## src/rtl/biquad_filter.sv

```systemverilog
// biquad_filter
// Time-multiplexed Direct Form I biquad IIR filter shared by NUM_CH channels.
// One serial multiply-accumulate walks the five taps of the selected channel:
//     y = b0*x + b1*x1 + b2*x2 - a1*y1 - a2*y2
// The filter produces one sample per 7 clocks. Coefficients are shared by all
// channels and can be reloaded at run time through a shadow bank.
//
// Ports
//   clk, reset             rising-edge clock, synchronous active-high reset
//   in_valid / in_ready    input handshake; in_ch, in_data and bypass are
//                          captured on the accept edge
//   coef_we / coef_addr /  coefficient write into the shadow bank
//   coef_data              (0=b0 1=b1 2=b2 3=a1 4=a2, 5..7 ignored)
//   out_valid              one-cycle strobe qualifying out_ch / out_data / clip
//   clip                   filter result was saturated (never set in bypass)
module biquad_filter #(
    parameter int DATA_W = 16,
    parameter int COEF_W = 18,
    parameter int FRAC   = 16,
    parameter int NUM_CH = 2,
    localparam int CH_W  = (NUM_CH > 1) ? $clog2(NUM_CH) : 1
) (
    input  logic              clk,
    input  logic              reset,
    input  logic              in_valid,
    output logic              in_ready,
    input  logic [CH_W-1:0]   in_ch,
    input  logic [DATA_W-1:0] in_data,
    input  logic              bypass,
    input  logic              coef_we,
    input  logic [2:0]        coef_addr,
    input  logic [COEF_W-1:0] coef_data,
    output logic              out_valid,
    output logic [CH_W-1:0]   out_ch,
    output logic [DATA_W-1:0] out_data,
    output logic              clip
);

    localparam int ACC_W = DATA_W + COEF_W + 3;
    localparam logic signed [COEF_W-1:0] COEF_ONE   = COEF_W'(1 << FRAC);
    localparam logic signed [ACC_W-1:0]  ROUND_HALF = ACC_W'(1) << (FRAC - 1);
    localparam logic signed [ACC_W-1:0]  SAT_MAX    = ACC_W'((1 << (DATA_W - 1)) - 1);
    localparam logic signed [ACC_W-1:0]  SAT_MIN    = ~SAT_MAX;
    localparam logic [CH_W:0]            NUM_CH_L   = (CH_W + 1)'(NUM_CH);

    typedef enum logic [1:0] {
        IDLE,
        MAC,
        OUT
    } stateType;

    stateType state;
    stateType nextState;

    logic signed [COEF_W-1:0] shadowCoef [5];
    logic signed [COEF_W-1:0] activeCoef [5];

    logic signed [DATA_W-1:0] x1Hist [NUM_CH];
    logic signed [DATA_W-1:0] x2Hist [NUM_CH];
    logic signed [DATA_W-1:0] y1Hist [NUM_CH];
    logic signed [DATA_W-1:0] y2Hist [NUM_CH];

    logic signed [DATA_W-1:0] xReg;
    logic [CH_W-1:0]          chReg;
    logic                     bypassReg;
    logic [2:0]               tap;
    logic signed [ACC_W-1:0]  acc;

    logic                     accept;
    logic                     chValid;
    logic [CH_W-1:0]          chIdx;
    logic signed [COEF_W-1:0] tapCoef;
    logic signed [DATA_W-1:0] tapSample;
    logic                     tapNegate;
    logic signed [ACC_W-1:0]  coefExt;
    logic signed [ACC_W-1:0]  sampleExt;
    logic signed [ACC_W-1:0]  product;
    logic signed [ACC_W-1:0]  accRound;
    logic signed [ACC_W-1:0]  accShift;
    logic                     satHi;
    logic                     satLo;
    logic signed [DATA_W-1:0] ySat;

    // Handshake: a sample is only taken while idle and out of reset.
    assign in_ready = (state == IDLE) && !reset;
    assign accept   = in_valid && in_ready;

    // Out-of-range channels still run through the datapath so latency is
    // unchanged, but history reads are steered to channel 0 and nothing is
    // written back or presented at the output.
    assign chValid = {1'b0, chReg} < NUM_CH_L;
    assign chIdx   = chValid ? chReg : '0;

    // State register.
    always_ff @(posedge clk) begin
        if (reset) begin
            state <= IDLE;
        end else begin
            state <= nextState;
        end
    end

    // Next-state logic: one MAC cycle per tap, then a single output cycle.
    always_comb begin
        nextState = state;
        case (state)
            IDLE: if (in_valid) nextState = MAC;
            MAC:  if (tap == 3'd4) nextState = OUT;
            OUT:  nextState = IDLE;
            default: nextState = IDLE;
        endcase
    end

    // Tap multiplexer: picks the coefficient/sample pair for the current tap.
    // Feedback taps are subtracted so a1/a2 carry their textbook sign.
    always_comb begin
        tapCoef   = '0;
        tapSample = '0;
        tapNegate = 1'b0;
        case (tap)
            3'd0: begin tapCoef = activeCoef[0]; tapSample = xReg;          end
            3'd1: begin tapCoef = activeCoef[1]; tapSample = x1Hist[chIdx]; end
            3'd2: begin tapCoef = activeCoef[2]; tapSample = x2Hist[chIdx]; end
            3'd3: begin tapCoef = activeCoef[3]; tapSample = y1Hist[chIdx]; tapNegate = 1'b1; end
            3'd4: begin tapCoef = activeCoef[4]; tapSample = y2Hist[chIdx]; tapNegate = 1'b1; end
            default: ;
        endcase
    end

    // Operands are sign-extended to the accumulator width so the low ACC_W bits
    // of the product are the exact signed product.
    assign coefExt   = {{(ACC_W - COEF_W){tapCoef[COEF_W-1]}}, tapCoef};
    assign sampleExt = {{(ACC_W - DATA_W){tapSample[DATA_W-1]}}, tapSample};
    assign product   = coefExt * sampleExt;

    // Round half up, drop the fractional bits, then saturate to the sample range.
    assign accRound = acc + ROUND_HALF;
    assign accShift = accRound >>> FRAC;
    assign satHi    = accShift > SAT_MAX;
    assign satLo    = accShift < SAT_MIN;
    assign ySat     = satHi ? SAT_MAX[DATA_W-1:0] :
                      satLo ? SAT_MIN[DATA_W-1:0] : accShift[DATA_W-1:0];

    // Datapath: coefficient banks, sample capture, accumulation, history and
    // the registered output. The active bank is refreshed from the shadow bank
    // only on the accept edge, so a write never disturbs a computation in flight.
    always_ff @(posedge clk) begin
        if (reset) begin
            for (int i = 0; i < 5; i++) begin
                shadowCoef[i] <= (i == 0) ? COEF_ONE : '0;
                activeCoef[i] <= (i == 0) ? COEF_ONE : '0;
            end
            for (int c = 0; c < NUM_CH; c++) begin
                x1Hist[c] <= '0;
                x2Hist[c] <= '0;
                y1Hist[c] <= '0;
                y2Hist[c] <= '0;
            end
            xReg      <= '0;
            chReg     <= '0;
            bypassReg <= 1'b0;
            tap       <= '0;
            acc       <= '0;
            out_valid <= 1'b0;
            out_ch    <= '0;
            out_data  <= '0;
            clip      <= 1'b0;
        end else begin
            out_valid <= 1'b0;
            clip      <= 1'b0;

            if (coef_we && (coef_addr < 3'd5)) begin
                shadowCoef[coef_addr] <= coef_data;
            end

            if (accept) begin
                for (int i = 0; i < 5; i++) begin
                    activeCoef[i] <= shadowCoef[i];
                end
                xReg      <= in_data;
                chReg     <= in_ch;
                bypassReg <= bypass;
                tap       <= '0;
                acc       <= '0;
            end

            if (state == MAC) begin
                acc <= tapNegate ? (acc - product) : (acc + product);
                tap <= tap + 3'd1;
            end

            if ((state == OUT) && chValid) begin
                out_valid     <= 1'b1;
                out_ch        <= chReg;
                out_data      <= bypassReg ? xReg : ySat;
                clip          <= !bypassReg && (satHi || satLo);
                x2Hist[chIdx] <= x1Hist[chIdx];
                x1Hist[chIdx] <= xReg;
                y2Hist[chIdx] <= y1Hist[chIdx];
                y1Hist[chIdx] <= ySat;
            end
        end
    end

endmodule

```

## config.mk

```make
export PLATFORM = sky130hd
export DESIGN_NAME = biquad_filter
export DESIGN_NICKNAME = d
export VERILOG_FILES = /design/src/rtl/biquad_filter.sv
export SDC_FILE = /design/constraint.sdc
export NUM_CORES = 2
export LEC_CHECK = 0
export BUFFER_PORTS_ARGS = -buffer_cell sky130_fd_sc_hd__clkbuf_2
export CAP_MARGIN = 15
export CORE_MARGIN = 4
export CORE_UTILIZATION = 58
export DETAILED_ROUTE_END_ITERATION = 12
export GPL_ROUTABILITY_DRIVEN = 0
export PLACE_DENSITY_LB_ADDON = 0.05
export SLEW_MARGIN = 20
export SYNTH_ARGS = -nofsm -noshare
export SYNTH_HDL_FRONTEND = slang
export SYNTH_SLANG_ARGS = --single-unit
```

## constraint.sdc

```tcl
create_clock -name clk -period 11.45 [get_ports clk]
set_input_delay 0.5725 -clock clk [delete_from_list [all_inputs] [get_ports clk]]
set_output_delay 0.5725 -clock clk [all_outputs]
set_load 0.01 [all_outputs]
```

# Word level (Yosys, flattened, before mapping)
# Memory sizes are Yosys's and may differ from the RTL's. A register that Yosys moved wholly into a read port is not among the register bits.
# Cells that the tools add are included.
[classes] reduce_logical=18 n_bitwise=6 mux=53 div_mod_pow=0 n_lt_le_gt_ge=3 n_addsub=4 n_eq_ne=8 mul=1 shift=0
[ops] op="$mux W16" n=7
[ops] op="$mux W37" n=3
[ops] op="$mux W18" n=6
[ops] op="$pmux W18 S5" n=1
[ops] op="$pmux W16 S5" n=1
[ops] op="$reduce_or A16 Y1" n=4
[ops] op="$add A37 B17 Y37 const B" n=1
[ops] op="$add A37 B34 Y37" n=1
[ops] op="$sub A37 B34 Y37" n=1
[ops] op="$mul A18 B16 Y34" n=1
[ops] op="$mux W1" n=29
[ops] op="$gt A21 B16 Y1 const B" n=1
[ops] op="$lt A21 B16 Y1 const B" n=1
[ops] op="$reduce_or A18 Y1" n=1
[ops] op="$mux W3" n=3
[ops] op="$eq A3 B2 Y1 const B" n=2
[ops] op="$or A1 B1 Y1" n=5
[ops] op="$logic_and A1 B1 Y1" n=4
[ops] op="$mux W2" n=2
[ops] op="$ne A2 B2 Y1 const B" n=2
[ops] op="$pmux W2 S2" n=1
[ops] op="$reduce_or A2 Y1" n=2
[ops] op="$add A3 B1 Y3 const B" n=1
[ops] op="$eq A3 B1 Y1 const B" n=1
[ops] op="other kinds (11)" n=12
[word_totals] register_bits=79 n_memories=6 latchBits=0 ramBits=308 rom_bits=0 out_inout_bits=20 wordCells=109 in_bits=43
[memory_table] memory="activeCoef" depth=5 word_bits=18 read_ports=5 rd_ports_with_merged_regs=0 wr=5 line_no="56" text="logic signed [COEF_W-1:0] activeCoef [5];"
[memory_table] memory="shadowCoef" depth=5 word_bits=18 read_ports=5 rd_ports_with_merged_regs=0 wr=5 line_no="55" text="logic signed [COEF_W-1:0] shadowCoef [5];"
[memory_table] memory="x1Hist" depth=2 word_bits=16 read_ports=1 rd_ports_with_merged_regs=1 wr=2 line_no="58" text="logic signed [DATA_W-1:0] x1Hist [NUM_CH];"
[memory_table] memory="x2Hist" depth=2 word_bits=16 read_ports=1 rd_ports_with_merged_regs=1 wr=2 line_no="59" text="logic signed [DATA_W-1:0] x2Hist [NUM_CH];"
[memory_table] memory="y1Hist" depth=2 word_bits=16 read_ports=1 rd_ports_with_merged_regs=1 wr=2 line_no="60" text="logic signed [DATA_W-1:0] y1Hist [NUM_CH];"
[memory_table] memory="y2Hist" depth=2 word_bits=16 read_ports=1 rd_ports_with_merged_regs=1 wr=2 line_no="61" text="logic signed [DATA_W-1:0] y2Hist [NUM_CH];"

# Logic depth before layout (Yosys ltp)
[logic_depth] depth_word=7 mapped_depth=48

# Worst setup path after synthesis
# No wires, ideal clock.
[synth_timing] path_kind="reg-to-reg" startpoint="register tap[2]" endpoint="register acc[36]" arrival_ns=10.786 n_path_buf=6 stages_incl_launch_ff=46 setup_slack_ns=0.590 setup_time_ns=0.074 cell_sequence="dfxtp_1 -> clkbuf_1 -> buf_1 -> buf_1 -> inv_1 -> ha_1 -> clkbuf_1 -> clkbuf_1 -> a222oi_1 -> o21a_1 -> clkbuf_1 -> nor2_1 -> fa_1 -> inv_1 -> fa_1 -> fa_1 -> inv_1 -> ha_1 -> [10 not listed] -> nor4_2 -> nand4_1 -> nor2_1 -> nand2_1 -> o21a_1 -> xnor2_1 -> ha_1 -> and3_1 -> nand2_1 -> a211o_1 -> a21o_1 -> a22oi_1 -> a311oi_1 -> o21ai_0 -> a21oi_1 -> or3_1 -> a211o_1 -> a31oi_1"
[synth_via] elab_chain_cells=6 word_cells_on_any_way=14 cone_classes="2 x add/sub; 1 x mul; 4 x eq/ne; 5 x mux; 2 x reduce/logical"
[synth_rtl] item="from (decl)" line_no="66" text="logic [2:0] tap;"
[synth_rtl] item="from (signal assigned)" line_no="189" text="tap <= tap + 3'd1;"
[synth_rtl] item="$eq A3 B3 Y1, or another cell as far along" line_no="120" text="case (tap)"
[synth_rtl] item="$pmux W18 S5 / $pmux W16 S5 (equally long branches)" line_no="120"
[synth_rtl] item="$mul A18 B16 Y34" line_no="134" text="assign product = coefExt * sampleExt;"
[synth_rtl] item="$add A37 B34 Y37 / $sub A37 B34 Y37 (equally long branches)" line_no="188" text="acc <= tapNegate ? (acc - product) : (acc + product);"
[synth_rtl] item="$mux W37 *" line_no="188"
[synth_rtl] item="$mux W37 *" line_no="187" text="if (state == MAC) begin"
[synth_rtl] item="to (signal assigned)" line_no="188"
[synth_rtl] item="to (decl)" line_no="67" text="logic signed [ACC_W-1:0] acc;"
# Mark *: on every way between the ends. The rest lies on a longest branch, timed or not.
# A chain may end at the register's enable or synchronous reset.

# Worst setup path after layout
[layout_timing] startpoint="register tap[0]" endpoint="register acc[36]"
# The elaborated chain is that of the path after synthesis.

==> out/qor.log <==
INFO  status         status=complete, no violations
INFO  global_route   grt_pass1_vias=22116
INFO  die            boundaryPins=63
INFO  placement      port_buffers=62
INFO  cells_and_area seq_area=10900um2
INFO  sta            timing.max_slew.rel_slack=31.6%
INFO  global_route   largest_net_degree_at_the_start_of_global_routing=93
INFO  critical_path  worstSetupStartpointType=flip-flop
INFO  cells_and_area multiInputGateArea=17100um2
INFO  sta            tightest_slew=1.02ns
INFO  cells_and_area syn2layout_area_growth=8.84%
INFO  die            floorplan_die_height=234um
INFO  yosys          postSynthCellCount=2979
INFO  placement      detailedPlacementHpwl=58800um
INFO  critical_path  endpoint_kind=flip-flop
INFO  yosys          commonest_cells_in_the_synthesized_netlist=377 x nor2_1, 369 x inv_1, 308 x edfxtp_1, 292 x fa_1, 244 x nand2_1
INFO  yosys          seq_area_frac_synth=36.5%
INFO  detailed_routing vias_per_cell=5.90
INFO  detailed_routing dr_total_vias=21902
INFO  yosys          syn-mean-instance-area=9.97um2
INFO  pwr            power.leakage=14.3nW
INFO  die            std_cell_rows=82
INFO  global_route   global_route.overflow_total=0
INFO  cts            tritoncts_clock_tree=yes
INFO  cells_and_area finalCoreUtilization=64.2%
INFO  yosys          ys_async_sr_fraction=0%
INFO  worst_hold_path hold_class=in -> reg
INFO  detailed_routing mean_routed_wirelength_per_cell=21.3um
INFO  detailed_routing final_antenna_net_count=0
INFO  sta            finalMaxSlewViolations=0
INFO  cts            clk-insertion-delay-late=0.58ns
INFO  pwr            report.power.total=8.44mW
INFO  sta            final-hold-violation-count=0
INFO  sta            post-route-worst-setup-slack=0.548ns
INFO  placement      place_area=30900um2
INFO  detailed_routing post-route-drc-count=0
INFO  pwr            vdd_drop_max=0.000154V
INFO  cts            master_cell_of_the_clock_root_buffer=clkbuf_16
INFO  yosys          number_of_nets_produced_by_synthesis=3442
INFO  critical_path  timing.setup.critical_path_class=reg -> reg
INFO  yosys          post_synth_main_area_contributors=edfxtp_1 31%, fa_1 20%, dfxtp_1 5.4%
INFO  critical_path  timing.critical_path.slowest_cell_delay=0.59ns
INFO  yosys          synthDistinctLibCells=69
INFO  yosys          synth.most_common_cell=nor2_1
INFO  detailed_routing first_pass_iters=6
INFO  die            placeableCoreArea=50400um2
INFO  sta            finalCriticalPeriod=10.90ns
INFO  cts            cts-buffers-inserted=41
INFO  yosys          synth.largest_area_cell=edfxtp_1
INFO  yosys          yosys_warnings=0
INFO  sta            max_freq=91.7MHz
INFO  detailed_routing drt_wl_total=78900um
INFO  yosys          synthesis.area=29700um2
INFO  placement      place.detailed.instances=3634
INFO  global_route   grtUsageTotal=29.1%
INFO  cells_and_area instances_no_fill=3710
INFO  yosys          synth_edf_count=308
INFO  placement      dpl_ws=0.479ns
INFO  yosys          ys_dominant_reg_cell=edfxtp_1
INFO  die            starting_density_of_the_core=59.0%
INFO  critical_path  cp_slowest_cell=fa_1
INFO  critical_path  required_time_of_the_critical_path=11.95ns
INFO  critical_path  cp.arrival=11.40ns
INFO  sta            setup_viol_count_final=0
INFO  global_route   antenna_found_initial=0
INFO  job            maxCapViolations=0
INFO  sta            finalClockSkew=0.0377ns
INFO  die            overall_die_area=54900um2
INFO  sta            hold_slack=0.211ns
INFO  yosys          yosys_register_bits=388
INFO  detailed_routing drt_iter0_drc=2223
INFO  cells_and_area nets=3470
INFO  cells_and_area antenna-diode-count=0
INFO  yosys          synth_largest_type_area_fraction=31.1%
INFO  sta            unrepaired_setup_endpoints_after_global_routing=yes
INFO  global_route   grt_pass1_wl=124000um
INFO  sta            period_share=95.2%
INFO  sta            tns=0ns
INFO  critical_path  worst_path_most_repeated_cell=fa_1
INFO  cells_and_area layout-drive-gt1-share=8.20%
INFO  cts            path_clk_slew=0.06ns
INFO  cells_and_area filler_cell_count=4136
INFO  pwr            pwr_density_cell=261nW/um2
INFO  die            fp.dieW=234um
INFO  cells_and_area final_cell_area=32300um2
INFO  cts            htreeDepth=2
INFO  cts            cts_max_path_buffers=3
INFO  critical_path  critical_path_peak_fanout=12
INFO  cts            total_number_of_clock_tree_sinks=388
worst max-delay path, delay by kind of cell (launching register included):
kind / cells / cell delay, ns
simple gates: 6 / 1.54
compound gates: 12 / 3.05
buf+inv: 6 / 0.97
fa+ha+maj: 10 / 4.45
xor+xnor: 2 / 0.33
flops: 1 / 0.42
routing by layer:
layer | track usage [%] | share of wire, % | vias up
met5 | 0 | 0 | -
met1 | 41.8 | 43 | 10850
met3 | 5.58 | 8.3 | 142
met2 | 45.7 | 46 | 891
met4 | 8.49 | 3.0 | 0
li1 | - | - | 10019
state kept, by name (all words and copies together) (netlist names), named ones only:
register	cells
x2Hist	32
chIdx	1
tap	3
y2Hist	32
acc	37
bypassReg	1
out_valid	1
y1Hist	32
x1Hist	32
state	2
xReg	16
activeCoef	90
clip	1
out_data	16
out_ch	1
shadowCoef	90
final timing paths:
check | from | to | slack, ns | depth (start not counted)
hold reg to reg | acc[10] | acc[10] | 0.48 | 2
setup reg to reg | tap[0] | acc[36] | 0.55 | 36
hold / removal | in_data[15] | xReg[15] | 0.21 | 2
setup / recovery | tap[0] | acc[36] | 0.55 | 36
layout make-up:
class / count / share of cell area (%)
tap: 672 / 2.60
sequential: 388 / 33.6
clock buffer: 56 / 3.63
timing repair buffer: 126 / 2.56
multi-input combinational: 2080 / 52.8
inverter: 370 / 4.31
clock inverter: 18 / 0.488
cells by family after synthesis:
kind of cell / count (synthesis) / share of synthesized area [%]
flip-flops: 388 / 36.5
XOR/XNOR: 110 / 3.24
AND/OR/NAND/NOR: 1063 / 17.1
AO/OA/AOI/OAI: 407 / 8.97
adder cells (fa/ha/maj): 420 / 25.1
multiplexers: 80 / 2.70
buffers and inverters: 511 / 6.46
cells in the final DEF (no fill, tap or decap), types with 13 or more instances in the layout:
cell         n
a21oi_1    113
clkbuf_16   43
edfxtp_1   308
o211ai_1    13
a22oi_1     21
clkbuf_2    62
xnor2_1     69
mux2i_1     79
dfxtp_1     78
o21a_1      30
buf_4       61
and4_1      14
nand2_1    244
o21ai_0     60
a22o_1      18
nor3_1      23
nor2b_1     14
and2_1     112
nand3_1     63
a31oi_1     17
and3_1     121
nand4_1     20
nand2b_1    22
inv_1      368
o22ai_1     17
a21o_1      24
ha_1       128
xor2_1      41
fa_1       292
nor2_1     377
where the power goes:
group          total, mW  internal [mW]  switching [mW]  leakage (nW)
registers           1.70           1.63          0.0730          3.81
logic               5.43           2.02            3.40          9.87
clock network       1.31          0.748           0.565         0.654
total               8.44           4.40            4.04          14.3
what timing repair did:
| item | CTS | global route |
|---|---|---|
| hold buffers | 0 | 0 |
| setup buffers | 0 | 2 |
| gates resized for setup | 0 | 21 |
| setup endpoints to repair | 0 | 4 |
No activity file was read; power rests on OpenSTA's default activity.
